**config.mk**
```make
export PLATFORM = sky130hd
export DESIGN_NAME = tlc5955_receiver
export DESIGN_NICKNAME = d
export VERILOG_FILES = /design/src/rtl/tlc5955_pkg.sv /design/src/rtl/sync_edge.sv /design/src/rtl/tlc5955_receiver.sv
export SDC_FILE = /design/constraint.sdc
export NUM_CORES = 2
export LEC_CHECK = 0
export ABC_AREA = 1
export CAP_MARGIN = 20
export CORE_AREA = 2 2 345 432
export DETAILED_ROUTE_END_ITERATION = 7
export DIE_AREA = 0 0 347 434
export GPL_TIMING_DRIVEN = 0
export SLEW_MARGIN = 20
export SYNTH_ARGS = -nofsm -noshare
export SYNTH_HDL_FRONTEND = slang
export SYNTH_HIERARCHICAL = 1
export SYNTH_SLANG_ARGS = --single-unit
```
**constraint.sdc**
```tcl
create_clock -name clk -period 1.6 [get_ports clk]
set_input_delay 0.16 -clock clk [delete_from_list [all_inputs] [get_ports clk]]
set_output_delay 0.16 -clock clk [all_outputs]
set_load 0.05 [all_outputs]
```
**src/rtl/tlc5955_pkg.sv**
```systemverilog
// Constants shared by the TLC5955 receiver and controller: frame geometry
// and the key that marks a control-data latch.
package tlc5955_pkg;

  localparam int BitsPerDevice = 769;
  localparam int CtrlBitIndex  = 768;
  localparam logic [7:0] CtrlKey = 8'h96;

  // Width of a bit counter that can reach a full chained frame.
  function automatic int frame_cnt_width(input int daisy_chain);
    return $clog2(BitsPerDevice * daisy_chain + 1);
  endfunction

endpackage

```
**src/rtl/sync_edge.sv**
```systemverilog
// Multi-stage synchronizer for an asynchronous level with a registered
// rising-edge detector behind the last stage.
module sync_edge #(
  parameter int SyncStages = 2
) (
  input  logic clk,
  input  logic reset,
  input  logic din,
  output logic rise
);

  logic [SyncStages-1:0] sync_q;
  logic                  prev_q;

  always_ff @(posedge clk) begin
    if (reset) begin
      sync_q <= '0;
      prev_q <= 1'b0;
    end else begin
      sync_q <= {sync_q[SyncStages-2:0], din};
      prev_q <= sync_q[SyncStages-1];
    end
  end

  assign rise = sync_q[SyncStages-1] & ~prev_q;

endmodule

```
**src/rtl/tlc5955_receiver.sv**
```systemverilog
// Emulates the serial input side of a chain of TLC5955 LED drivers: shifts
// mosi on sclk, mirrors the chain's SOUT on miso and captures frames on lat.
module tlc5955_receiver
  import tlc5955_pkg::*;
#(
  parameter int DaisyChain = 1,
  parameter int SyncStages = 2
) (
  input  logic                                clk,
  input  logic                                reset,
  input  logic                                sclk,
  input  logic                                mosi,
  input  logic                                lat,
  output logic                                miso,
  output logic                                out_valid,
  output logic [BitsPerDevice*DaisyChain-1:0] out_data,
  output logic [DaisyChain-1:0]               out_ctrl,
  output logic                                frame_err
);

  localparam int FrameBits = BitsPerDevice * DaisyChain;
  localparam int CntW      = frame_cnt_width(DaisyChain);
  localparam logic [CntW-1:0] FrameCnt = CntW'(FrameBits);

  // out_valid is a one-cycle strobe with no back-pressure: out_data, out_ctrl
  // and frame_err are valid in that cycle, and data/ctrl hold until the next.
  logic                  sclk_rise;
  logic                  lat_rise;
  logic [SyncStages-1:0] mosi_sync;
  logic [FrameBits-1:0]  sr_q;
  logic [FrameBits-1:0]  sr_next;
  logic [CntW-1:0]       cnt_q;
  logic [CntW-1:0]       cnt_next;
  logic [DaisyChain-1:0] ctrl_next;

  sync_edge #(.SyncStages(SyncStages)) u_sclk_edge (
    .clk   (clk),
    .reset (reset),
    .din   (sclk),
    .rise  (sclk_rise)
  );

  sync_edge #(.SyncStages(SyncStages)) u_lat_edge (
    .clk   (clk),
    .reset (reset),
    .din   (lat),
    .rise  (lat_rise)
  );

  // A shift coincident with a latch is applied first, so the latched frame
  // and the length check both see the new bit.
  always_comb begin
    sr_next  = sr_q;
    cnt_next = cnt_q;
    if (sclk_rise) begin
      sr_next = {sr_q[FrameBits-2:0], mosi_sync[SyncStages-1]};
      if (cnt_q != '1) begin
        cnt_next = cnt_q + CntW'(1);
      end
    end
  end

  always_comb begin
    ctrl_next = '0;
    for (int d = 0; d < DaisyChain; d++) begin
      ctrl_next[d] = sr_next[d*BitsPerDevice + CtrlBitIndex];
    end
  end

  always_ff @(posedge clk) begin
    if (reset) begin
      mosi_sync <= '0;
      sr_q      <= '0;
      cnt_q     <= '0;
      miso      <= 1'b0;
      out_valid <= 1'b0;
      frame_err <= 1'b0;
      out_data  <= '0;
      out_ctrl  <= '0;
    end else begin
      mosi_sync <= {mosi_sync[SyncStages-2:0], mosi};
      sr_q      <= sr_next;
      miso      <= sr_q[FrameBits-1];
      out_valid <= lat_rise;
      frame_err <= lat_rise && (cnt_next != FrameCnt);
      if (lat_rise) begin
        out_data <= sr_next;
        out_ctrl <= ctrl_next;
        cnt_q    <= '0;
      end else begin
        cnt_q    <= cnt_next;
      end
    end
  end

endmodule

```
== Word-level counts from Yosys, hierarchy flattened ==
Index checks and enable logic that the tools add are counted.
Operators by class
  eq/ne operators: 2
  reduce and logical (&&, ||, !) cells: 2
  bitwise operators: 4
  $add $sub $neg: 1
  multiplexer cells: 3
Operator list (number)
  $mux W769: 1
  $mux W10: 2
  $ne A10 B10 Y1 const B: 2
  $add A10 B1 Y10 const B: 1
  $and A1 B1 Y1: 2
  $not A1 Y1: 2
  $reduce_or A2 Y1: 1
  $logic_and A1 B1 Y1: 1
Storage, ports and cells
  input port bits: 5
  register bits: 1560
  output and inout bits: 773
  logic and storage cells: 24

== Longest topological paths before layout ==
  depth in word-level cells: 5
  gate-level depth with buffers: 13
  mapped depth without buffers: 12

== By module ==
The synthesis kept the hierarchy.
Modules (own cells, without submodules)
  tlc5955_receiver: cells an instance 5084, area an instance 50773.7 um^2, instances 1, seq. area each 31089.8 um^2
  sync_edge: cells an instance 10, area an instance 86.3 um^2, instances 2, seq. area each 60.1 um^2

== Least setup slack after synthesis ==
Ideal clock, no wire load.
  path kind: flip-flop to flip-flop
  start point: reg cnt_q[0]
  end point: reg frame_err
  data required time: 1485 ps
  setup slack: 161 ps
  arrival: 1324 ps
  cell stages (with the launch flop): 13
  setup time: 115 ps
  cell sequence: dfxtp_1 -> ha_1 -> nand2_2 -> nor2_4 -> nand3_4 -> nand2_1 -> nand2_1 -> nand2_1 -> nand2_1 -> inv_1 -> nand2_1 -> nor2_1 -> nor2_1
Between the ends
  word-level cells in the longest chain between the ends: 5
  elaborated cells between the ends (all ways): 6
RTL lines
  start, declared: line tlc5955_receiver.sv:32  | logic [CntW-1:0] cnt_q;
  start signal, assigned: line tlc5955_receiver.sv:91  | cnt_q <= cnt_next;
  $add A10 B1 Y10 or $ne A10 B10 Y1 (tied branches): line tlc5955_receiver.sv:58, tlc5955_receiver.sv:57
  $mux W10: line tlc5955_receiver.sv:57  | if (cnt_q != '1) begin
  $mux W10 (*): line tlc5955_receiver.sv:55  | if (sclk_rise) begin
  $ne A10 B10 Y1 (*): line tlc5955_receiver.sv:85  | frame_err <= lat_rise && (cnt_next != FrameCnt);
  $logic_and A1 B1 Y1 (*): line tlc5955_receiver.sv:85
  end signal, assigned: line tlc5955_receiver.sv:85
  end, declared: line tlc5955_receiver.sv:18  | output logic frame_err
Mark *: on every way between the ends. The rest lies on a longest branch, timed or not.
A chain may end at the register's enable or synchronous reset.

== Worst setup path in the final report ==
  start point: reg u_sclk_edge.sync_q[1]
  end point: reg frame_err
Between the ends
  word-level cells in the longest chain between the ends: 4
RTL lines
  start, declared: line sync_edge.sv:12  | logic [SyncStages-1:0] sync_q;
  start signal, assigned: line sync_edge.sv:20  | sync_q <= {sync_q[SyncStages-2:0], din};
  $and A1 B1 Y1: line sync_edge.sv:25  | assign rise = sync_q[SyncStages-1] & ~prev_q;
  net sclk_rise: line tlc5955_receiver.sv:27  | logic sclk_rise;
  $mux W10: line tlc5955_receiver.sv:55
  $ne A10 B10 Y1: line tlc5955_receiver.sv:85
  $logic_and A1 B1 Y1: line tlc5955_receiver.sv:85
The timed path passes the listed nets, and every way through them passes these cells.

==> reports/results.txt <==
Total GRT Usage = 19.3%
Pwr dens = 1140 nW/um^2
HPWL after detailed placement = 112 mm
Remaining antenna violation count = 0
Final Cycle Share = 108%
Hold Path Class = input pin to flop
Area share of the largest cell type after synthesis = 61.3%
IO Count = 778
Outcome = finished, violations left
CP Capture Point = frame_err
Fin. max-slew vios = 0
First-pass GRT wire length = 224 mm
Worst Clk Skew = 28.3 ps
Worst Path Arrival = 2390 ps
CTS tree = yes
Async S/R FF share, synth = 0%
Num rows = 157
Placed inst area = 61100 um^2
# setup viols final = 1367
Bufs on Longest Clock Path = 3
Pleak = 24.5 nW
Crit Path Max Fanout = 9
Clk slew on worst S/H paths = 60 ps
Startpoint types = flop
Share of cells above drive strength 1 = 23.7%
Final hold violations = 0
Die Span Y = 434 um
Sink Count = 1559
Syn Inst Count = 5104
Clk_lat worst skew = 800 ps
Synth Warn # = 6
Synth area leaders = dfxtp_1, mux2i_1, nand2_1
Vias per inst = 4.66
Full die area = 151000 um^2
CTS Buf Count = 155
Core Region = 146000 um^2
Filler cells = 13918
WL/cell = 18.5 um
Biggest area consumer among synthesized cells = dfxtp_1
Vias in the first global route = 37560
FF-to-FF setup slack = -130 ps
Initial antenna violation count = 2
Critical Path RT = 2260 ps
Final setup margin = -134 ps
Worst Tran Pin Value = 725 ps
Seq/Total Area, Yosys = 61.3%
Slew margin rel. = 51.7%
Remaining Overflow, GRT = 0
Worst r2r path cells = 12
Initial DRT Pass Iterations = 5
Netlist Area Pre-Place = 50900 um^2
Reg area = 31300 um^2
Nets = 6056
Placed cells = 7789
H-tree depth = 4
Register bit total from synthesis = 1559
DRT iter0 DRCs = 1733
Die X = 347 um
Peak VDD IR = 1.01 mV
FMAX = 0.577 GHz
Distinct cells, synth = 24
Post-route core utilization = 46.6%
Root Driver = clkbuf_16
Critical path endpoint category = flop
Final wirelength = 150 mm
Multi-input logic area = 18800 um^2
Critical path class = flop to flop
Fin area = 68200 um^2
Drt drc = 0
Net Count, Synth = 5110
Finished Layout Cells = 8081
Post-synth EDFFs = 0
Synth Area per Inst = 9.98 um^2
Total of max-cap violations = 0
PortBufs = 777
Failing checks = negative setup slack
Critical Path Start = u_sclk_edge/sync_q[1]
Final Wtd Congestion = 0.840
Initial core utilization = 34.8%
Worst flop-to-flop path endpoint = frame_err
Start of the worst register-to-register path = u_sclk_edge/sync_q[1]
Routed vias = 37664
RSZ-0062 raised after global routing = yes
Largest net degree at the start of global routing = 17
Area growth, synth to finish = 33.9%
Final min period = 1730 ps
Top FF cell, synth = dfxtp_1
==> cells in the mapped netlist (3+ instances only) <==
cell	count
a21oi_1	6
nand3_1	13
buf_1	7
nand4_1	3
clkbuf_1	171
buf_6	46
inv_2	3
buf_2	87
buf_4	33
o21ai_0	372
inv_1	22
o21ai_1	401
nor2_4	4
nor2_1	793
mux2i_1	765
nand2_1	812
dfxtp_1	1559
==> cell type report <==
cell class / instances / share of cell area (%)
sequential: 1559 / 45.9
multi-input combinational: 3176 / 27.6
timing repair buffer: 789 / 11.8
clock buffer: 220 / 6.64
tap: 1908 / 3.50
buffer: 344 / 3.48
clock inverter: 58 / 0.976
inverter: 25 / 0.141
antenna: 2 / 0.00734
==> per-layer routing <==
metal  vias up  global-route usage, %  part of all wire [%]
li1      18853                      -                     -
met2       836                   34.1                    49
met5         -                      0                     0
met1     17771                   21.4                    40
met3       204                   7.33                   8.4
met4         0                   5.94                   2.5
==> worst min-delay path by stage <==
stage | start | endpoint | slack, ps | cells after the start
after floorplan | reset | u_lat_edge/sync_q[0] | 230 | 1
after global placement | u_sclk_edge/sync_q[0] | u_sclk_edge/sync_q[1] | 400 | 2
after detailed placement | u_sclk_edge/sync_q[0] | u_sclk_edge/sync_q[1] | 400 | 2
after CTS | reset | u_sclk_edge/prev_q | 20 | 2
after global routing | reset | u_lat_edge/sync_q[0] | 70 | 2
final | reset | u_sclk_edge/prev_q | 70 | 2
==> through the flow <==
stage | power, mW | worst slack (ps) | hold WS [ps] | setup TNS (ps)
after floorplan | 41.2 | 161 | 231 | 0
after global placement | 41.8 | -1320 | 402 | -1505460
after detailed placement | 41.8 | -1400 | 404 | -1569770
after CTS | 78.7 | -186 | 19.7 | -195590
after global routing | 80.5 | -268 | 67.0 | -245900
final | 77.9 | -134 | 74.2 | -74400
==> power breakdown <==
part           leakage, nW  internal (mW)  switching [mW]
logic                 9.38          0.775            1.56
registers             12.6           38.8          0.0141
clock network         2.55           21.3            15.5
total                 24.5           60.9            17.0
==> state kept, by name (all words and copies together) (netlist names) <==
signal              flops
sr_q                  769
u_lat_edge/sync_q       2
u_lat_edge/prev_q       1
out_data              769
u_sclk_edge/sync_q      2
cnt_q                  10
frame_err               1
mosi_sync               2
miso                    1
out_valid               1
u_sclk_edge/prev_q      1
==> critical path: stages (launching register included) <==
cell       delay (ps)
dfxtp_2           310
inv_2              50
nor2_2             30
buf_6             150
buf_4             150
clkbuf_16         140
or2_2             280
nand2_1            90
nand2_1            60
inv_1              50
nand2_1            60
nor2_2            140
nor2_4             70
==> repair_timing <==
action,in CTS,in global routing
endpoints found under the setup margin,2324,1950
pin swaps,1,5
setup buffers,1,5
hold buffers,3,0
resized for setup,3822,206
gates cloned,0,3
endpoints found under the hold margin,3,0
==> cell usage in the layout (no fill, tap or decap), types with 99 or more instances in the layout <==
master | Yosys | layout
buf_4 | 33 | 292
buf_6 | 46 | 137
mux2i_1 | 765 | 618
dfxtp_1 | 1559 | 1508
clkbuf_16 | 0 | 162
nand2_1 | 812 | 812
o21ai_1 | 401 | 402
o21ai_0 | 372 | 371
clkbuf_1 | 171 | 156
nor2_1 | 793 | 787
clkdlybuf4s15_2 | 0 | 402
mux2i_2 | 0 | 99
==> kinds of logic after synthesis <==
family | after synthesis | share of synthesized area, %
XOR/XNOR | 1 | 0.0172
buffers and inverters | 369 | 3.85
multiplexers | 765 | 15.0
flip-flops | 1559 | 61.3
AO/OA/AOI/OAI | 779 | 7.65
adder cells (fa/ha/maj) | 1 | 0.0246
AND/OR/NAND/NOR | 1630 | 12.2
Note: power is estimated with default switching activity, not from simulation.
